--- src/rtl/udma_ctrl_ext.sv ---
`default_nettype none
// +--------------------------------------------------------------------------+
// | Module   : udma_ctrl_ext                                                 |
// | Purpose  : uDMA control unit with clock gates, timed peripheral resets   |
// |            and FIFO-buffered event routing to N_EVT_OUT outputs.         |
// | Options  : UDMA_CTRL_EVT_CNT_EN builds per-output event counters (0x10+k) |
// | Revision : 1.0 - initial release                                         |
// +--------------------------------------------------------------------------+
module udma_ctrl_ext #(
    parameter int N_PERIPHS      = 8,
    parameter int N_EVT_OUT      = 4,
    parameter int EVT_WIDTH      = 8,
    parameter int EVT_FIFO_DEPTH = 4,
    parameter int RST_CYCLES     = 8
) (
    input  logic                 clk_i,
    input  logic                 rstn_i,
    input  logic [31:0]          cfg_data_i,
    input  logic [4:0]           cfg_addr_i,
    input  logic                 cfg_valid_i,
    input  logic                 cfg_rwn_i,
    output logic [31:0]          cfg_data_o,
    output logic                 cfg_ready_o,
    output logic [N_PERIPHS-1:0] cg_value_o,
    output logic                 cg_core_o,
    output logic [N_PERIPHS-1:0] rst_value_o,
    input  logic                 event_valid_i,
    input  logic [EVT_WIDTH-1:0] event_data_i,
    output logic                 event_ready_o,
    output logic [N_EVT_OUT-1:0] event_o
);

    localparam int PW  = $clog2(EVT_FIFO_DEPTH);
    localparam int LW  = PW + 1;
    localparam int RCW = (RST_CYCLES > 1) ? $clog2(RST_CYCLES) : 1;
    localparam logic [RCW-1:0] C_RST_LOAD = RCW'(RST_CYCLES - 1);

    logic                 w_wr, w_wr_cg, w_wr_rst, w_wr_status;
    logic [N_PERIPHS-1:0] r_cg, r_rst_active;
    logic                 r_cg_core, r_bp;
    logic [EVT_WIDTH-1:0] r_fifo_mem [EVT_FIFO_DEPTH];
    logic [PW-1:0]        r_wr_ptr, r_rd_ptr;
    logic [LW-1:0]        r_level;
    logic                 w_full, w_push, w_pop;
    logic [EVT_WIDTH-1:0] r_sel_id [N_EVT_OUT];
    logic [N_EVT_OUT-1:0] r_sel_en, w_match, r_match, r_event;
    logic [31:0]          w_rdata;
    logic                 w_unused;

    assign w_unused    = &{1'b0, cfg_data_i};
    assign w_wr        = cfg_valid_i & ~cfg_rwn_i;
    assign w_wr_cg     = w_wr && (cfg_addr_i == 5'h00);
    assign w_wr_rst    = w_wr && (cfg_addr_i == 5'h01);
    assign w_wr_status = w_wr && (cfg_addr_i == 5'h02);

    assign cfg_ready_o   = cfg_valid_i;
    assign cfg_data_o    = (cfg_valid_i & cfg_rwn_i) ? w_rdata : 32'h0;
    // Clock stays forced on while a reset pulse is running so the reset reaches the flops.
    assign cg_value_o    = r_cg | r_rst_active;
    assign cg_core_o     = r_cg_core;
    assign rst_value_o   = r_rst_active;
    assign event_o       = r_event;

    assign w_full        = (r_level == LW'(EVT_FIFO_DEPTH));
    assign event_ready_o = ~w_full;
    assign w_push        = event_valid_i & ~w_full;
    assign w_pop         = (r_level != '0);

    always_ff @(posedge clk_i or negedge rstn_i) begin
        if (!rstn_i) begin
            r_cg      <= '0;
            r_cg_core <= 1'b0;
            r_bp      <= 1'b0;
            r_wr_ptr  <= '0;
            r_rd_ptr  <= '0;
            r_level   <= '0;
            r_match   <= '0;
            r_event   <= '0;
            for (int j = 0; j < EVT_FIFO_DEPTH; j++) r_fifo_mem[j] <= '0;
        end else begin
            if (w_wr_cg) r_cg <= cfg_data_i[N_PERIPHS-1:0];
            r_cg_core <= |cg_value_o;
            if (event_valid_i & w_full)
                r_bp <= 1'b1;
            else if (w_wr_status & cfg_data_i[16])
                r_bp <= 1'b0;
            if (w_push) begin
                r_fifo_mem[r_wr_ptr] <= event_data_i;
                r_wr_ptr             <= r_wr_ptr + 1'b1;
            end
            if (w_pop) r_rd_ptr <= r_rd_ptr + 1'b1;
            if (w_push && !w_pop)
                r_level <= r_level + 1'b1;
            else if (w_pop && !w_push)
                r_level <= r_level - 1'b1;
            // Two register stages give the push-to-pulse latency of two cycles.
            r_match <= w_match;
            r_event <= r_match;
        end
    end

    for (genvar i = 0; i < N_PERIPHS; i++) begin : g_rst
        logic [RCW-1:0] r_cnt;
        always_ff @(posedge clk_i or negedge rstn_i) begin
            if (!rstn_i) begin
                r_rst_active[i] <= 1'b0;
                r_cnt           <= '0;
            end else if (w_wr_rst & cfg_data_i[i]) begin
                r_rst_active[i] <= 1'b1;
                r_cnt           <= C_RST_LOAD;
            end else if (r_rst_active[i]) begin
                if (r_cnt == '0)
                    r_rst_active[i] <= 1'b0;
                else
                    r_cnt <= r_cnt - 1'b1;
            end
        end
    end

    for (genvar k = 0; k < N_EVT_OUT; k++) begin : g_sel
        always_ff @(posedge clk_i or negedge rstn_i) begin
            if (!rstn_i) begin
                r_sel_en[k] <= 1'b0;
                r_sel_id[k] <= '0;
            end else if (w_wr && (cfg_addr_i == 5'(8 + k))) begin
                r_sel_en[k] <= cfg_data_i[31];
                r_sel_id[k] <= cfg_data_i[EVT_WIDTH-1:0];
            end
        end
        assign w_match[k] = w_pop & r_sel_en[k] & (r_sel_id[k] == r_fifo_mem[r_rd_ptr]);
    end

`ifdef UDMA_CTRL_EVT_CNT_EN
    logic [15:0] r_evt_cnt [N_EVT_OUT];
    for (genvar k = 0; k < N_EVT_OUT; k++) begin : g_cnt
        always_ff @(posedge clk_i or negedge rstn_i) begin
            if (!rstn_i)
                r_evt_cnt[k] <= '0;
            else if (w_wr && (cfg_addr_i == 5'(16 + k)))
                r_evt_cnt[k] <= '0;
            else if (r_event[k] && (r_evt_cnt[k] != 16'hFFFF))
                r_evt_cnt[k] <= r_evt_cnt[k] + 16'd1;
        end
    end
`endif

    always_comb begin
        w_rdata = 32'h0;
        case (cfg_addr_i)
            5'h00: w_rdata[N_PERIPHS-1:0] = r_cg;
            5'h01: w_rdata[N_PERIPHS-1:0] = r_rst_active;
            5'h02: begin
                w_rdata[7:0] = 8'(r_level);
                w_rdata[8]   = w_full;
                w_rdata[16]  = r_bp;
            end
            default: ;
        endcase
        for (int k = 0; k < N_EVT_OUT; k++) begin
            if (cfg_addr_i == 5'(8 + k)) begin
                w_rdata[31]             = r_sel_en[k];
                w_rdata[EVT_WIDTH-1:0]  = r_sel_id[k];
            end
`ifdef UDMA_CTRL_EVT_CNT_EN
            if (cfg_addr_i == 5'(16 + k)) w_rdata[15:0] = r_evt_cnt[k];
`endif
        end
    end

endmodule
`default_nettype wire

--- config.mk ---
export PLATFORM = sky130hd
export DESIGN_NAME = udma_ctrl_ext
export DESIGN_NICKNAME = d
export VERILOG_FILES = /design/src/rtl/udma_ctrl_ext.sv
export SDC_FILE = /design/constraint.sdc
export NUM_CORES = 1
export LEC_CHECK = 0
export CAP_MARGIN = 20
export CORE_MARGIN = 2
export CORE_UTILIZATION = 50
export CTS_BUF_LIST = sky130_fd_sc_hd__clkbuf_8
export DETAILED_ROUTE_END_ITERATION = 7
export GPL_TIMING_DRIVEN = 0
export HOLD_SLACK_MARGIN = 0.05
export PLACE_DENSITY = 0.75
export SYNTH_ARGS = -nofsm -noshare
export SYNTH_HDL_FRONTEND = slang
export SYNTH_SLANG_ARGS = --single-unit
--- constraint.sdc ---
create_clock -name clk_i -period 2.45 [get_ports clk_i]
set_input_delay 0.6125 -clock clk_i [delete_from_list [all_inputs] [get_ports clk_i]]
set_output_delay 0.6125 -clock clk_i [all_outputs]
set_load 0.05 [all_outputs]
Yosys cells after proc, flatten, opt, wreduce, memory -nomap -nowiden:

Index checks and enable logic that the tools add are counted.

* bitwise gates (word level): 26
* eq/ne operators: 19
* reduce and logical (&&, ||, !) cells: 41
* $lt $le $gt $ge: 3
* add/subtract/negate cells: 12
* multiplexer cells: 70

Operators with widths (count)
* $mux 3: 26
* $mux 8: 7
* $bwmux 32: 1
* $eq 8x8->1: 4
* $mux 1: 32
* $mux 32: 1
* $sub 3x1->3 const B: 9
* $logic_not 3->1: 8
* $pmux 8 s3: 1
* $and 1x1->1: 21
* $eq 5x4->1 const B: 4
* $reduce_bool 2->1: 10
* $bmux 8 s2: 1
* $demux 8 s2: 1
* $ne 2x2->1 const B: 8
* $reduce_and 2->1: 8
* $logic_and 1x1->1: 10
* $or 8x8->8: 1
* $reduce_or 8->1: 1
* $ge 3x3->1 const B: 2
* $not 2->3: 2
* $eq 5x1->1 const B: 1
* $eq 5x2->1 const B: 1
* $logic_not 5->1: 1
* other kinds (7): 10

* word-level logic and storage cells: 207
* output and inout bits: 55
* input bits: 50
* register bits: 125

Depth between registers and ports, before layout:

Gate-level depths: netlist of the first run.

* depth in word-level cells: 7
* depth in mapped cells: 10
* mapped depth without buffers: 9

Worst setup path before layout of the first run:

No wires, ideal clock.

* path kind: input-to-output
* from: input port cfg_addr_i[1]
* to: output port cfg_data_o[1]
* arrival time: 2.742 ns
* path buffers: 1
* data required time: 1.837 ns
* setup slack: -0.904 ns
* stages on the path: 6
* cells stage by stage: buf_6 -> nor4b_2 -> o21ai_0 -> o211ai_1 -> nand2_1 -> a311oi_1

* cells in the longest elaborated chain, start to end: 7
* elaborated cells between the ends (all ways): 13
* classes of those cells: 6 x eq/ne; 6 x mux; 1 x reduce/logical

RTL lines
* start, declared: line 19 `input logic [4:0] cfg_addr_i,`
* $eq 5x2->1, or another cell as far along: line 149 `case (cfg_addr_i)`
* $pmux 8 s3: line 149
* $mux 8 (3 in a row): line 160 `if (cfg_addr_i == 5'(8 + k)) begin`
* $mux 8 *: line 160
* $mux 32 *: line 57 `assign cfg_data_o = (cfg_valid_i & cfg_rwn_i) ? w_rdata : 32'h0;`
* end, declared: line 22 `output logic [31:0] cfg_data_o,`

Every way passes the cells marked *; elsewhere a longest branch is shown, timed or not.

Final worst setup path of the first run:

* from: input port cfg_addr_i[0]
* to: output port cfg_data_o[2]

The elaborated chain is that of the path after synthesis.

==> flow_summary.toml, run 1 <==
[clock_tree]
cts.sinks = 125
clockBufferDepth = 2
cts_tree = "yes"
clk_pin_slew_worst_paths_ns = 0.07
insertion_delay_ns = 0.45
cts_root_buf = "clkbuf_8"
htreeDepth = 4
cts-buffers-inserted = 17

[timing]
setup_viol = 8
slew_violations = 0
fin_setup_tns_ns = -1.750
fmax_ghz = 0.3659
hold_violations = 0
maxSlewHeadroom_pct = 61.02
final.period_utilization_pct = 111.5
tightestPinTransition_ns = 0.5847
rsz0062_at_grt = "yes"
worst_slack_ns = -0.2828
period_needed_ns = 2.733
clock_skew_ns = 0.009927

[job]
cap_violations = 0

[logic_synthesis]
async_reset_ff_share_pct = 100.0
synth-seq-area-share_pct = 48.45
yosys_warnings = 0
synth_cell_type_count = 47
synthTopCellsByArea = "dfrtp_1, mux2_2, xor2_1"
avgSynthCellArea_um2 = 11.35
synth_top_area_share_pct = 48.45
ys_dominant_reg_cell = "dfrtp_1"
synth_area_mm2 = 0.006456
ys_ff_latch = 125
netlist_top_cells_count = "dfrtp_1, mux2_2, nand2_1"
synth_top_cell_by_area = "dfrtp_1"
synth_most_common_cell = "dfrtp_1"
synth_edf_count = 0
netlist_instances = 569

[die]
die_w_um = 117.6
io_pins = 105
initial_utilization_pct = 51.16
coreArea_mm2 = 0.01262
die-area_mm2 = 0.01384
rows = 41
fp.dieH_um = 117.6

[route]
remaining_drc_errors = 0
wl_per_cell_um = 17.86
route.vias.total = 4660
viasPerCell = 5.394
drt.antenna.violating_nets = 0
firstDrtPassIters = 5
initialDrtViolationCount = 276
wirelength_mm = 15.43

[power]
p_per_area_mw_per_mm2 = 1015
power.leakage_nw = 3.939
max-vdd-ir-drop_v = 0.0006068

[setup_path]
crit_required_ns = 1.84
start_kind = "primary input"
path_class = "primary input to output port"
crit_fanout = 9
cp-end-kind = "output port"
critPathArrivalTime_ns = 2.12

[global_route]
grt_first_pass_wirelength_mm = 25.05
grt_max_degree = 66
grt.total_usage_pct = 23.14
antenna_found_initial = 0
grt.overflow.total = 0
grt_pass1_vias = 4846

[finish]
area_delta_synth_final_pct = 28.04
final_core_util_pct = 65.51
final_cells = 864
fill_cells = 965
num-nets-final = 751
antenna-diode-count = 0
drive_above_1_share_pct = 33.24

[place]
hpwl_mm = 11.02
place_inst = 822
place_congestion = 0.8037
place_ws_ns = -1.453
io_buffers = 60

[run_status]
status = "finished, violations left"
violations = "setup timing"

[min_path]
hp-class = "primary input to async pin"
## flip-flops by register name, summed over array words and instances, names as in the netlist
| signal | flops |
|---|---|
| cg_core_o | 1 |
| event_o | 4 |
| g_rst.r_cnt | 24 |
| r_bp | 1 |
| r_cg | 8 |
| r_fifo_mem | 32 |
| r_level | 3 |
| r_match | 4 |
| r_rd_ptr | 2 |
| r_sel_en | 4 |
| r_sel_id | 32 |
| r_wr_ptr | 2 |
| rst_value_o | 8 |
## final cells by class
| cell class | instances | area [um^2] | share of cell area [%] |
|---|---|---|---|
| Multi-Input combinational cell | 399 | 3331 | 40.29 |
| Sequential cell | 125 | 3129 | 37.85 |
| Timing Repair Buffer | 72 | 733.2 | 8.869 |
| Buffer | 35 | 316.6 | 3.829 |
| Clock buffer | 19 | 261.5 | 3.163 |
| Tap cell | 172 | 215.2 | 2.603 |
| Clock inverter | 13 | 171.4 | 2.074 |
| Inverter | 29 | 108.9 | 1.317 |
## metrics by stage
stage               hold slack (ns)  total power, mW  cell area (um^2)
floorplan                    0.3169            5.546              6684
global placement             0.3367            6.200              7500
detailed placement           0.3370            6.427              7528
CTS                          0.1323            8.424              8090
global route                 0.1571            8.946              8267
finish                       0.1226            8.394              8267
## kinds of logic after synthesis
logic type      count (synthesis)  synth area share (%)
compound gates                 74                 7.151
mux                           103                 17.81
other cells                     1               0.05808
flops                         125                 48.45
simple gates                  133                 10.50
buf+inv                        65                 5.407
fa+ha+maj                      22                 4.380
xor+xnor                       46                 6.240
## what timing repair did
item	in CTS	in global routing
buffers inserted	4	6
gates resized for setup	133	30
pin swaps	14	17
gates cloned	0	1
setup endpoints to repair	21	13
hold buffers	0	0
## power breakdown
| part | internal [mW] | switching [mW] | leakage [nW] | total [mW] |
|---|---|---|---|---|
| clock | 1.15 | 0.832 | 0.218 | 1.98 |
| combinational | 1.47 | 1.80 | 2.14 | 3.27 |
| sequential | 2.72 | 0.419 | 1.58 | 3.14 |
## metal layers
layer | wire [um] | GRT usage, %
met4 | 158 | 6.627
met2 | 7899 | 38.95
met5 | 0 | 0
met1 | 6622 | 29.12
met3 | 747 | 6.589
## worst paths after layout
path,start,end,slack (ns),cells past startpoint
worst min register to register,r_match[3],event_o[3],0.35,0
worst min-delay path,rstn_i,r_fifo_mem[1],0.12,1
min in group clk_i,r_match[3],event_o[3],0.35,0
max in group asynchronous,rstn_i,g_rst[2].r_cnt[1],1.60,2
worst max register to register,r_level[2],r_level[2],0.15,8
worst max-delay path,cfg_addr_i[0],cfg_data_o[2],-0.28,8
## worst max-delay path, stage by stage
cell and delay [ns]:
buf_4 0.16, nor2b_1 0.16, buf_4 0.19, a22oi_1 0.11
o211ai_1 0.23, nand2_1 0.13, a311oi_2 0.32, buf_6 0.21
## cells in the final DEF, fill, tap and decap left out, types with 6 or more instances in the layout
cell type	netlist	layout
a31oi_1	8	8
and3_1	7	7
conb_1	1	21
buf_6	1	14
nand2_1	53	52
nor2_1	12	12
or2_2	6	6
dfrtp_1	125	124
mux2i_1	17	17
ha_1	21	21
o21ai_0	33	28
nand3_1	19	13
o211ai_1	10	10
dlygate4sd2_1	0	10
nand4_1	6	6
inv_1	29	30
mux2_2	85	85
nand3_2	1	6
xor2_1	32	32
xnor2_1	14	14
buf_4	24	36
clkbuf_8	0	20
clkdlybuf4s50_1	0	32
Note: power is estimated with default switching activity, not from simulation.
==> run 2: changes to the inputs <==
Settings changed: CORE_UTILIZATION 50 to 55, PLACE_DENSITY 0.75 to 0.82.
==> run 2 against run 1 <==
Count of clock-buffer cells in the layout rose by 2. Sequential power about the same. Sequential cell count unchanged. Critical endpoint is now cfg_data_o[0]. First-iteration DRC count up 15%. The flow still finishes with violations (setup timing). Clock skew decreased by 0.0046 ns. Design area grew 0.45%. Via count up 2.9%. Maximum frequency is 0.70% higher. Sequential share of layout area shrank 0.19 points. Clock power down 5%. Die area is 8.8% lower.
==> flow_summary.toml, run 2 (synthesized netlist as in run 1, its figures left out) <==
[clock_tree]
cts.sinks = 125
cts-buffers-inserted = 17
htreeDepth = 4
cts_root_buf = "clkbuf_8"
cts_tree = "yes"
clk_pin_slew_worst_paths_ns = 0.07
clockBufferDepth = 2
insertion_delay_ns = 0.45
hold_buffers = 0

[die]
io_pins = 105
rows = 39
initial_utilization_pct = 56.54
die-area_mm2 = 0.01262
coreArea_mm2 = 0.01142
die_w_um = 112.3
fp.dieH_um = 112.3

[finish]
fill_cells = 804
num-nets-final = 757
antenna-diode-count = 0
drive_above_1_share_pct = 33.29
area_delta_synth_final_pct = 28.62
final_common_cell = "dfrtp_1"
final_cell_mix = "dfrtp_1, mux2_2, nand2_1"
final_cell_area_mm2 = 0.008304
top_regs = "r_fifo_mem x32, r_sel_id x32, g_rst.r_cnt x24"

[power]
p_per_area_mw_per_mm2 = 1011
power.leakage_nw = 3.997
max-vdd-ir-drop_v = 0.0007372
total_power_mw = 8.395

[setup_path]
crit_top_cell = "buf_8"
path_class = "primary input to output port"
path_cells = "buf_8 > or3_4 > buf_8 > buf_4 > o21ai_4 > nand2_2 > a311oi_4 > buf_6"
crit_required_ns = 1.84
start_kind = "primary input"
crit_slowest_cell = "or3_4"
cpPeakStageDelay_ns = 0.38
cp-end-kind = "output port"
crit_fanout = 5
critPathArrivalTime_ns = 2.10

[timing]
final.period_utilization_pct = 110.8
hold_violations = 0
worst_slack_ns = -0.2638
tightestPinTransition_ns = 0.6008
setup_viol = 8
fmax_ghz = 0.3685
maxSlewHeadroom_pct = 59.95
period_needed_ns = 2.714
slew_violations = 0
clock_skew_ns = 0.005303
rsz0062_at_grt = "yes"

[route]
wirelength_mm = 16.00
firstDrtPassIters = 5
wl_per_cell_um = 19.05
route.vias.total = 4794
drt.antenna.violating_nets = 0
viasPerCell = 5.707
initialDrtViolationCount = 318
remaining_drc_errors = 0

[global_route]
grt.overflow.total = 0
grt.total_usage_pct = 26.43
antenna_found_initial = 0
grt_max_degree = 67
grt_first_pass_wirelength_mm = 25.95
grt_pass1_vias = 5039

[place]
place_ws_ns = -1.492
io_buffers = 60
placed_cell_area_mm2 = 0.007492
hpwl_mm = 10.85
place_congestion = 0.8550

[run_status]
status = "finished, violations left"
violations = "setup timing"

[min_path]
hp-class = "primary input to async pin"

[job]
cap_violations = 0
-- run 2: cell count changes in the layout (fill, tap and decap cells not counted), sizes merged, moves of 2 or more --
cell      previous run  this run
buf                 60        64
clkbuf              22        26
clkinv               5         2
inv                 30        33
clkinvlp             3         1
-- run 2: area by class of cell --
cell class	instances	area [um^2]	share of cell area [%]
clock buffer	21	289.0	3.480
tap	143	178.9	2.155
sequential	125	3128	37.67
buffer	35	319.1	3.842
timing repair buffer	78	804.5	9.688
inverter	29	108.9	1.311
multi-input combinational	399	3353	40.38
clock inverter	10	122.6	1.477
-- run 2: final timing paths --
check / from / endpoint / slack (ns) / cells after the start
setup / recovery: cfg_addr_i[2] / cfg_data_o[0] / -0.26 / 8
hold / removal: rstn_i / r_wr_ptr[1] / 0.13 / 1
setup reg to reg: r_level[2] / r_level[2] / 0.05 / 8
hold reg to reg: r_match[1] / event_o[1] / 0.35 / 0
max in group asynchronous: rstn_i / r_sel_id[20] / 1.62 / 2
min in group clk_i: r_match[1] / event_o[1] / 0.35 / 0
-- run 2: worst max-delay path: cells and delay by family --
family	cells	cell delay, ns
compound gates	2	0.45
buf+inv	4	0.57
simple gates	2	0.46
-- run 2: repair_timing --
| action | in CTS | in global routing |
|---|---|---|
| pin swaps | 18 | 22 |
| cloned | 4 | 0 |
| resized for setup | 155 | 21 |
| buffers inserted | 8 | 5 |
| endpoints found under the setup margin | 21 | 11 |
-- run 2: per-layer routing --
layer | wire [um] | vias up | GRT usage [%]
met2 | 8290 | 160 | 45.66
met4 | 352 | 0 | 8.455
met5 | 0 | - | 0
met1 | 6470 | 2423 | 32.48
met3 | 886 | 30 | 7.073
li1 | - | 2181 | -
-- run 2: metrics by stage --
step	setup TNS [ns]	utilization [%]	std cells	hold slack, ns
final	-1.800	72.73	840	0.1256
after global routing	-2.211	72.73	840	0.1632
after CTS	-1.709	71.70	836	0.1469
after detailed placement	-23.02	65.61	793	0.3365
after global placement	-515.18	65.36	792	0.3343
after floorplan	-1.846	-	589	0.3169
-- run 2: where the power goes --
group          total [mW]  switching (mW)  leakage, nW  internal [mW]
registers            3.15           0.428         1.58           2.72
clock network        1.89           0.795        0.223           1.09
logic                3.36            1.87         2.20           1.49
total                8.39            3.09         4.00           5.30
